`src/rtl/ps2_pkg.sv`:
```
// Shared PS/2 definitions for the host transmitter and the keyboard receiver:
// transmitter state encoding, frame bit positions and a microsecond-to-cycle helper.
package ps2_pkg;

  typedef enum logic [2:0] {
    ST_IDLE,
    ST_INHIBIT,
    ST_REQ,
    ST_SHIFT,
    ST_ACK,
    ST_WAIT_IDLE
  } ps2_state_e;

  localparam int DATA_BITS = 8;
  localparam int STOP_FALL = 10;
  localparam int ACK_FALL  = 11;

  // Integer MHz assumed; the PS/2 timings are far coarser than any rounding here.
  function automatic int us_to_cyc(input int clk_hz, input int us);
    return (clk_hz / 1000000) * us;
  endfunction

endpackage

```
`src/rtl/ps2_host_tx_if.sv`:
```
// Command-byte request channel and status of the PS/2 host transmitter.
// Handshake: a byte moves when tx_valid and tx_ready are both 1 on a rising clk edge;
// tx_ready is 1 only while the transmitter is idle, and a request made while busy is dropped.
interface ps2_host_tx_if;
  import ps2_pkg::*;

  logic [7:0] tx_data;
  logic       tx_valid;
  logic       tx_ready;
  logic       busy;
  logic       done;
  logic       ack_err;
  logic       timeout_err;
  ps2_state_e state;

  modport master (
    output tx_data, tx_valid,
    input  tx_ready, busy, done, ack_err, timeout_err, state
  );

  modport slave (
    input  tx_data, tx_valid,
    output tx_ready, busy, done, ack_err, timeout_err, state
  );

endinterface

```
`src/rtl/ps2_line_sync.sv`:
```
// Two-flop synchroniser for the PS/2 clock and data pads plus a registered
// falling-edge pulse of the synchronised clock; shared with the keyboard receiver.
module ps2_line_sync (
  input  logic clk,
  input  logic rst_n,
  input  logic key_clk_i,
  input  logic key_din_i,
  output logic clk_s_o,
  output logic din_s_o,
  output logic fall_o
);

  logic [1:0] clk_q;
  logic [1:0] din_q;
  logic       clk_prev_q;
  logic       fall_q;

  // Idle bus is high, so reset to 1 to avoid a spurious fall after reset.
  always_ff @(posedge clk or negedge rst_n) begin
    if (!rst_n) begin
      clk_q      <= 2'b11;
      din_q      <= 2'b11;
      clk_prev_q <= 1'b1;
      fall_q     <= 1'b0;
    end else begin
      clk_q      <= {clk_q[0], key_clk_i};
      din_q      <= {din_q[0], key_din_i};
      clk_prev_q <= clk_q[1];
      fall_q     <= clk_prev_q & ~clk_q[1];
    end
  end

  assign clk_s_o = clk_q[1];
  assign din_s_o = din_q[1];
  assign fall_o  = fall_q;

endmodule

```
`src/rtl/ps2_host_tx.sv`:
```
// PS/2 host-to-device transmitter: inhibits the clock, issues a request-to-send,
// shifts one command byte with odd parity, and checks the device ACK.
// Optional watchdog per transfer when PS2TX_TIMEOUT_EN is defined.
module ps2_host_tx
  import ps2_pkg::*;
#(
  parameter int CLK_HZ     = 25000000,
  parameter int INHIBIT_US = 100,
  parameter int TIMEOUT_US = 15000
) (
  input  logic            clk,
  input  logic            rst_n,
  input  logic            key_clk,
  input  logic            key_din,
  output logic            key_clk_oe,
  output logic            key_din_oe,
  ps2_host_tx_if.slave    tx
);

  localparam int INHIBIT_CYC = us_to_cyc(CLK_HZ, INHIBIT_US);
  localparam int TIMEOUT_CYC = us_to_cyc(CLK_HZ, TIMEOUT_US);
`ifdef PS2TX_TIMEOUT_EN
  localparam bit WD_EN = 1'b1;
`else
  localparam bit WD_EN = 1'b0;
`endif
  localparam int LIMIT_MAX = (WD_EN && (TIMEOUT_CYC > INHIBIT_CYC)) ? TIMEOUT_CYC : INHIBIT_CYC;
  localparam int CNT_W     = (LIMIT_MAX > 1) ? $clog2(LIMIT_MAX) : 1;

  logic clk_s, din_s, fall;

  ps2_line_sync u_sync (
    .clk       (clk),
    .rst_n     (rst_n),
    .key_clk_i (key_clk),
    .key_din_i (key_din),
    .clk_s_o   (clk_s),
    .din_s_o   (din_s),
    .fall_o    (fall)
  );

  ps2_state_e           state_q, state_d;
  logic [CNT_W-1:0]     cnt_q, cnt_d;
  logic [3:0]           bitcnt_q, bitcnt_d;
  logic [DATA_BITS:0]   shreg_q, shreg_d;
  logic                 din_oe_q, din_oe_d;
  logic                 ack_err_q, ack_err_d;
  logic                 tout_q, tout_d;
  logic                 start_early;
  logic                 done_c;

  always_ff @(posedge clk or negedge rst_n) begin
    if (!rst_n) begin
      state_q   <= ST_IDLE;
      cnt_q     <= '0;
      bitcnt_q  <= '0;
      shreg_q   <= '0;
      din_oe_q  <= 1'b0;
      ack_err_q <= 1'b0;
      tout_q    <= 1'b0;
    end else begin
      state_q   <= state_d;
      cnt_q     <= cnt_d;
      bitcnt_q  <= bitcnt_d;
      shreg_q   <= shreg_d;
      din_oe_q  <= din_oe_d;
      ack_err_q <= ack_err_d;
      tout_q    <= tout_d;
    end
  end

  always_comb begin
    state_d     = state_q;
    cnt_d       = cnt_q;
    bitcnt_d    = bitcnt_q;
    shreg_d     = shreg_q;
    din_oe_d    = din_oe_q;
    ack_err_d   = ack_err_q;
    tout_d      = tout_q;
    start_early = 1'b0;
    done_c      = 1'b0;

    case (state_q)
      ST_IDLE: begin
        cnt_d    = '0;
        din_oe_d = 1'b0;
        if (tx.tx_valid) begin
          shreg_d   = {~^tx.tx_data, tx.tx_data};
          ack_err_d = 1'b0;
          tout_d    = 1'b0;
          state_d   = ST_INHIBIT;
        end
      end
      ST_INHIBIT: begin
        // Start bit goes low while the clock is still held, before release.
        if (cnt_q == CNT_W'(INHIBIT_CYC - 1)) begin
          start_early = 1'b1;
          din_oe_d    = 1'b1;
          cnt_d       = '0;
          state_d     = ST_REQ;
        end else begin
          cnt_d = cnt_q + 1'b1;
        end
      end
      ST_REQ: begin
        bitcnt_d = '0;
        state_d  = ST_SHIFT;
      end
      ST_SHIFT: begin
        if (fall) begin
          bitcnt_d = bitcnt_q + 4'd1;
          if (bitcnt_q + 4'd1 == 4'(STOP_FALL)) begin
            din_oe_d = 1'b0;
            state_d  = ST_ACK;
          end else begin
            din_oe_d = ~shreg_q[0];
            shreg_d  = shreg_q >> 1;
          end
        end
      end
      ST_ACK: begin
        if (fall) begin
          ack_err_d = din_s;
          bitcnt_d  = 4'(ACK_FALL);
          state_d   = ST_WAIT_IDLE;
        end
      end
      ST_WAIT_IDLE: begin
        if (clk_s && din_s) begin
          done_c  = 1'b1;
          state_d = ST_IDLE;
        end
      end
      default: state_d = ST_IDLE;
    endcase

`ifdef PS2TX_TIMEOUT_EN
    // Watchdog shares the cycle counter: it restarts at REQ entry.
    if (state_q != ST_IDLE && state_q != ST_INHIBIT) begin
      if (cnt_q == CNT_W'(TIMEOUT_CYC - 1)) begin
        din_oe_d = 1'b0;
        tout_d   = 1'b1;
        done_c   = 1'b1;
        state_d  = ST_IDLE;
      end else begin
        cnt_d = cnt_q + 1'b1;
      end
    end
`endif
  end

  assign key_clk_oe     = (state_q == ST_INHIBIT);
  assign key_din_oe     = din_oe_q | start_early;
  assign tx.tx_ready    = (state_q == ST_IDLE);
  assign tx.busy        = (state_q != ST_IDLE);
  assign tx.done        = done_c;
  assign tx.ack_err     = ack_err_q;
  assign tx.state       = state_q;
`ifdef PS2TX_TIMEOUT_EN
  assign tx.timeout_err = tout_q;
`else
  assign tx.timeout_err = 1'b0;
`endif

endmodule

```
`src/flat_wrapper.sv`:
```
// flat-port wrapper written by rule: the top's interface ports become plain ports
module ps2_host_tx_flat import ps2_pkg::*;
#(
  parameter int CLK_HZ     = 25000000,
  parameter int INHIBIT_US = 100,
  parameter int TIMEOUT_US = 15000
)
  (clk, rst_n, key_clk, key_din, key_clk_oe, key_din_oe, tx_tx_data, tx_tx_valid, tx_tx_ready, tx_busy, tx_done, tx_ack_err, tx_timeout_err, tx_state);
  ps2_host_tx_if tx_i ();
  input  logic clk;
  input  logic rst_n;
  input  logic key_clk;
  input  logic key_din;
  output logic key_clk_oe;
  output logic key_din_oe;
  input wire logic [$bits(tx_i.tx_data)-1:0] tx_tx_data;
  input wire logic [$bits(tx_i.tx_valid)-1:0] tx_tx_valid;
  output wire logic [$bits(tx_i.tx_ready)-1:0] tx_tx_ready;
  output wire logic [$bits(tx_i.busy)-1:0] tx_busy;
  output wire logic [$bits(tx_i.done)-1:0] tx_done;
  output wire logic [$bits(tx_i.ack_err)-1:0] tx_ack_err;
  output wire logic [$bits(tx_i.timeout_err)-1:0] tx_timeout_err;
  output wire logic [$bits(tx_i.state)-1:0] tx_state;
  assign tx_i.tx_data = tx_tx_data;
  assign tx_i.tx_valid = tx_tx_valid;
  assign tx_tx_ready = tx_i.tx_ready;
  assign tx_busy = tx_i.busy;
  assign tx_done = tx_i.done;
  assign tx_ack_err = tx_i.ack_err;
  assign tx_timeout_err = tx_i.timeout_err;
  assign tx_state = tx_i.state;
  ps2_host_tx #(.CLK_HZ(CLK_HZ), .INHIBIT_US(INHIBIT_US), .TIMEOUT_US(TIMEOUT_US)) u_core (.clk(clk), .rst_n(rst_n), .key_clk(key_clk), .key_din(key_din), .key_clk_oe(key_clk_oe), .key_din_oe(key_din_oe), .tx(tx_i));
endmodule
```
`config.mk`:
```
export PLATFORM = sky130hd
export DESIGN_NAME = ps2_host_tx_flat
export DESIGN_NICKNAME = d
export VERILOG_FILES = /design/src/rtl/ps2_pkg.sv /design/src/rtl/ps2_host_tx_if.sv /design/src/rtl/ps2_line_sync.sv /design/src/rtl/ps2_host_tx.sv /design/src/flat_wrapper.sv
export SDC_FILE = /design/constraint.sdc
export NUM_CORES = 1
export LEC_CHECK = 0
export BUFFER_PORTS_ARGS = -buffer_cell sky130_fd_sc_hd__buf_2
export CORE_ASPECT_RATIO = 0.8
export CORE_MARGIN = 1
export CORE_UTILIZATION = 23
export CTS_CLUSTER_DIAMETER = 120
export CTS_CLUSTER_SIZE = 24
export DETAILED_ROUTE_END_ITERATION = 8
export PLACE_DENSITY = 0.39
export RECOVER_POWER = 50
export SLEW_MARGIN = 10
export SYNTH_ARGS = -nofsm -noshare
export SYNTH_HDL_FRONTEND = slang
export SYNTH_SLANG_ARGS = --single-unit
```
`constraint.sdc`:
```
create_clock -name clk -period 2.18 [get_ports clk]
set_clock_uncertainty 0.1 [all_clocks]
set_input_delay 0.436 -clock clk [delete_from_list [all_inputs] [get_ports clk]]
set_output_delay 0.436 -clock clk [all_outputs]
set_load 0.02 [all_outputs]
```
Word level (Yosys, flattened, before mapping)
Cells that the tools add are included.
- memory bits (writable): 0
- memory bits (read-only): 0
- output and inout bits: 10
- latch bits: 0
- memories: 0
- register bits: 36
- divide/modulo/power cells: 0
- eq/ne operators: 14
- reduce and logical (&&, ||, !) cells: 14
- magnitude comparators: 0
- shift-type cells: 0
- multiplexer cells: 27
- multipliers: 0
- bitwise operators: 4
- add/subtract/negate cells: 2
- operators by type and width (operator ; count):
    $mux W9 ; 3
    $pmux W12 S2 ; 1
    $mux W3 ; 6
    $pmux W3 S6 ; 1
    $pmux W9 S2 ; 1
    $add A12 B1 Y12 const B ; 1
    $eq A12 B12 Y1 const B ; 1
    $mux W12 ; 1
    $pmux W4 S3 ; 1
    $mux W1 ; 9
    $reduce_and A3 Y1 ; 3
    $reduce_bool A3 Y1 ; 3
    $mux W4 ; 2
    $ne A2 B2 Y1 const B ; 4
    $reduce_xnor A8 Y1 ; 1
    $eq A3 B2 Y1 const B ; 2
    $eq A3 B3 Y1 const B ; 2
    $ne A2 B1 Y1 const B ; 3
    $reduce_and A6 Y1 ; 1
    $reduce_bool A2 Y1 ; 3
    $add A4 B1 Y4 const B ; 1
    $eq A4 B4 Y1 const B ; 1
    $reduce_and A4 Y1 ; 1
    $eq A3 B1 Y1 const B ; 1
    other kinds (7) ; 8

Depth between registers and ports, before layout
- depth after elaboration: 5
- gate-level depth with buffers: 9
- depth with buffers taken out: 7

Hierarchy
From an unflattened synthesis, not the netlist that was laid out.
- cells, all modules: 198
- area, all modules: 2059.5 um^2
- by module, submodules not included (module ; area an instance (um^2) ; times used ; cells an instance):
    ps2_host_tx ; 1889.3 ; 1 ; 191
    ps2_line_sync ; 170.2 ; 1 ; 7

Least setup slack after synthesis
No wires, ideal clock.
- path type: reg2reg
- start point: register u_core.state_q[2], in the netlist u_core.tx.state[2]
- end point: register u_core.shreg_q[0]
- data arrival time: 2002 ps
- data required time: 1955 ps
- cell stages (with the launch flop): 8
- slack: -46 ps
- path through: dfrtp_1 > buf_6 > or2_1 > buf_2 > nor2_1 > nand2_1 > o21ai_4 > mux2_2
- longest elaborated chain between the ends: 3
- elaborated cells on any way between the ends: 8
- classes of those cells: eq/ne (4); mux (1); reduce/logical (3)
- RTL lines (what ; RTL line ; RTL):
    start: declaration ; ps2_host_tx.sv:42 ; ps2_state_e state_q, state_d;
    start signal: assignment ; ps2_host_tx.sv:62 ; state_q <= state_d;
    $logic_not A3 Y1 * ; n/a ;
    via tx_tx_ready ; flat_wrapper.sv:18 ; output wire logic [$bits(tx_i.tx_ready)-1:0] tx_tx_ready;
    $ne A2 B2 Y1 (no source line) or $reduce_bool A2 Y1 (tied branches) ; n/a ;
    $reduce_and A4 Y1 (no source line) ; n/a ;
    end signal: assignment ; ps2_host_tx.sv:65 ; shreg_q <= shreg_d;
    end: declaration ; ps2_host_tx.sv:45 ; logic [DATA_BITS:0] shreg_q, shreg_d;
Mark *: on every way through the listed nets, which the timed path passes. The rest lies on a longest branch.
A chain may end at the register's enable or synchronous reset.

Worst setup path in the final report
- start point: register u_core.cnt_q[3]
- end point: output port key_din_oe
- longest elaborated chain between the ends: 4
- RTL lines (what ; RTL line ; RTL):
    start: declaration ; ps2_host_tx.sv:43 ; logic [CNT_W-1:0] cnt_q, cnt_d;
    start signal: assignment ; ps2_host_tx.sv:63 ; cnt_q <= cnt_d;
    $eq A12 B12 Y1 ; ps2_host_tx.sv:96 ; if (cnt_q == CNT_W'(INHIBIT_CYC - 1)) begin
    $mux W1 ; ps2_host_tx.sv:96 ;
    $mux W1 ; ps2_host_tx.sv:83 ; case (state_q)
    $or A1 B1 Y1 ; ps2_host_tx.sv:153 ; assign key_din_oe = din_oe_q | start_early;
    end: declaration ; flat_wrapper.sv:15 ; output logic key_din_oe;
No other way between the ends.

==> key figures <==
Pwr
  • Maximum vdd drop: 0.3234 mV
  • P per Cell Area: 1048 mW/mm^2
  • LEAKAGE: 1.078 nW

STA
  • Unrepaired setup endpoints after global routing: false
  • Pin slew with the least headroom to its limit: 1130 ps
  • Relative max-transition margin: 24.69%
  • Final critical-path setup slack: 90.83 ps
  • Clock period minus worst slack: around 2100 ps
  • Final count of hold timing violations: 0
  • Timing-limited maximum frequency: around 480 MHz
  • Hold Slack: 144.9 ps
  • Final setup violating endpoints: 0
  • Period utilization: 95.83%
  • Number of pins exceeding their max-slew limit in the final report: 0
  • Fin Setup TNS: 0 ps

Synthesis
  • Total nets after synthesis: 218
  • Sequential element share of the synthesized area: 45.03%
  • Post-synthesis instance area: 0.002014 sq mm
  • Gate Count Post-Synth: 202
  • Dominant synthesized flop cell: dfrtp_1
  • Share of flip-flops with an asynchronous set or reset: between 90% and 100%
  • Post-Synthesis Mean Instance Area: 9.972 sq um
  • Number of flops mapped to enable cells by yosys: 0
  • Synthesized flop and latch total: 36
  • Post-synthesis cell type count: between 50 and 60
  • Count of yosys warnings during synthesis: 0

Drt
  • Final routed DRC violation total: 0
  • Final routed wire length divided by cell count: 13.52 microns
  • Detail-routed via count per cell: approximately 4.6
  • Total number of vias: 1618
  • Final Routed Wirelength: roughly 4.8 mm
  • Length of the first detailed-routing pass in iterations: 4
  • Starting DRC count in detailed routing: 46
  • Number of nets still failing antenna checks after routing: 0

CTS
  • Root Buffer: clkbuf_8
  • Number of CTS-inserted buffers: 5
  • H-tree Lvls: 2
  • Maximum buffer depth of the clock tree: 2
  • Clock slew at the register clock pins of the worst setup and hold paths: 70 ps
  • Clock tree from TritonCTS: yes
  • Number of sinks driven by the clock tree: 36
  • Source-to-sink clock delay at the later pin of the worst-skew pair: 290 ps

Worst setup path
  • Worst-path fanout max: 6
  • Crit path cell chain: buf_4 -> nor4_4 -> nand3_1 -> o21bai_1 -> buf_4
  • Req. time, crit path: 1640 ps
  • Arrival time worst endpoint: 1550 ps
  • Crit end category: primary output
  • Cell type with the highest occurrence count on the critical path: buf_4
  • CP delay by family, top: flip-flops
  • Startpoint-to-endpoint class of the critical path: register to primary output
  • CP startpoint kind: register
  • Largest stage delay on the critical path: 400 ps
  • Buffers and inverters on the worst path: 2
  • CP max-delay cell: dfrtp_1

Finish
  • Ratio of cells with drive above 1 in the final layout: 33.33%
  • Post-layout instance area: 0.002521 sq mm
  • Layout overhead on the synthesized area: 25.16%
  • Leading cell type in the layout, fill and taps excluded: dfrtp_1
  • Final-stage net count: 258
  • Diodes inserted: 0
  • Highest-count cells in the layout ignoring fill and taps: dfrtp_1 (30), nand2_1 (21), buf_4 (21), buf_2 (19), o21ai_0 (16)

Place
  • Dpl ws: 127.9 ps
  • HPWL reported at the end of detailed placement: roughly 3.4 mm
  • Placed inst area: 0.002332 sq mm
  • Final weighted congestion in routability-driven placement: 0.7398
  • Number of port buffers: 21

Status
  • Result of the run: finished clean

Floorplan
  • Placeable core region: around 0.0085 sq mm
  • Starting utilization of the core area: 23.75%
  • Die Y: roughly 86 microns
  • Area of the die: 0.009139 sq mm
  • IO Pins: 23
  • Cell Rows: 30
  • Width of the chip: about 110 microns

GRT
  • Residual overflow from global routing: 0
  • Antenna violations before repair: 0
  • Via count of the first global-routing pass: 1533
  • Global-route wire length before repair: 7.852 mm
  • Overall Global Routing Usage: roughly 11%
  • Largest net degree at the start of global routing: 20

Job
  • Max-cap viol count: 0

Hold path
  • Class of the tightest hold or removal check: input pin to register
[metrics by stage]
stage	total power, mW	std cells	utilization [%]
6_report	2.643	355	29.72
5_1_grt	2.845	355	29.72
4_1_cts	2.629	352	29.26
3_5_place_dp	1.971	342	27.49
3_3_place_gp	1.976	342	27.49
2_1_floorplan	1.681	202	-
[metal layers]
metal  track usage, %  part of all wire, %  up-vias
li1                 -                    -      805
met1            16.20                   52      780
met2            16.13                   43       29
met3            3.040                  4.3        4
met4            2.989                 0.73        0
met5                0                    0        -
[where the power goes]
part	leakage (nW)	switching, mW	total (mW)	internal, mW
Sequential	0.454	0.146	0.965	0.819
Clock	0.0541	0.259	0.597	0.339
Combinational	0.570	0.526	1.08	0.554
[synthesized netlist by cell type (2+ instances only)]
library cell | number | share of area (%)
or4b_1 | 2 | 0.99
buf_2 | 3 | 0.75
dfstp_2 | 5 | 6.5
o22ai_1 | 3 | 0.93
nand4_1 | 2 | 0.62
o211ai_1 | 2 | 0.75
nor2b_1 | 4 | 1.2
buf_6 | 2 | 1.1
a22o_1 | 2 | 0.87
and2_1 | 2 | 0.62
o21ai_1 | 4 | 0.99
a21oi_1 | 4 | 0.99
and3_1 | 3 | 0.93
inv_1 | 4 | 0.75
o21ai_0 | 16 | 4.0
xnor2_1 | 9 | 3.9
a31oi_1 | 4 | 1.2
ha_1 | 3 | 1.9
nand2_1 | 21 | 3.9
nand3_1 | 11 | 2.7
clkbuf_1 | 3 | 0.56
nor2_1 | 11 | 2.0
mux2_2 | 15 | 8.4
dfrtp_1 | 31 | 39
nor4_1 | 2 | 0.62
nor3_1 | 3 | 0.75
xor2_1 | 2 | 0.87
nor4bb_1 | 2 | 0.99
nand2b_1 | 5 | 1.6
[layout make-up]
cell class                 instances  area, sq um
clock buffer                       5        68.82
clock inverter                     3        42.54
fill                             931         5962
inverter                           4        15.01
multi-input combinational        152         1060
sequential                        36        908.4
tap                              112        140.1
timing repair buffer              43        286.5
[registers in the layout, indices dropped and copies added, names as in the netlist]
signal / count
u_core.cnt_q: 12
u_core.shreg_q: 9
u_core.bitcnt_q: 4
u_core.tx.state: 3
u_core.u_sync.clk_q: 2
u_core.u_sync.din_q: 2
u_core.din_oe_q: 1
u_core.tx.ack_err: 1
u_core.u_sync.clk_prev_q: 1
u_core.u_sync.fall_o: 1
[worst reg2reg max path, cell delays in order (launching register included)]
cell and delay [ps]:
dfrtp_1 460, ha_1 300, nor4bb_2 370, a41o_1 300, o21ai_2 130, mux2_2 290
[final timing paths]
| kind | start | end | slack [ps] | cells past startpoint |
|---|---|---|---|---|
| max | u_core.cnt_q[3] | key_din_oe | 90 | 5 |
| min | key_clk | u_core.u_sync.clk_q[0] | 140 | 1 |
| max reg2reg | u_core.bitcnt_q[0] | u_core.shreg_q[4] | 110 | 5 |
| min reg2reg | u_core.u_sync.din_q[0] | u_core.u_sync.din_q[1] | 260 | 0 |
| max in group asynchronous | rst_n | u_core.cnt_q[6] | 510 | 3 |
| min in group asynchronous | rst_n | u_core.bitcnt_q[3] | 770 | 2 |
[logic make-up (layout without fill, tap and decap cells)]
group                    after synthesis  in the layout  share of synthesized area (%)
AO/OA/AOI/OAI                         49             50                          16.46
XOR/XNOR                              11             11                          4.783
AND/OR/NAND/NOR                       71             71                          18.20
buffers and inverters                 15             55                          4.596
adder cells (fa/ha/maj)                3              3                          1.864
other                                  1              1                         0.1862
flip-flops                            36             36                          45.03
multiplexers                          16             16                          8.882
[repair_timing]
action,CTS,global route
resized for setup,4,3
endpoints found under the setup margin,1,8
setup buffers,4,2
endpoints found under the hold margin,3,0
hold buffers,1,0
cloned,0,1
pin swaps,5,3
Note: power is estimated with default switching activity, not from simulation.
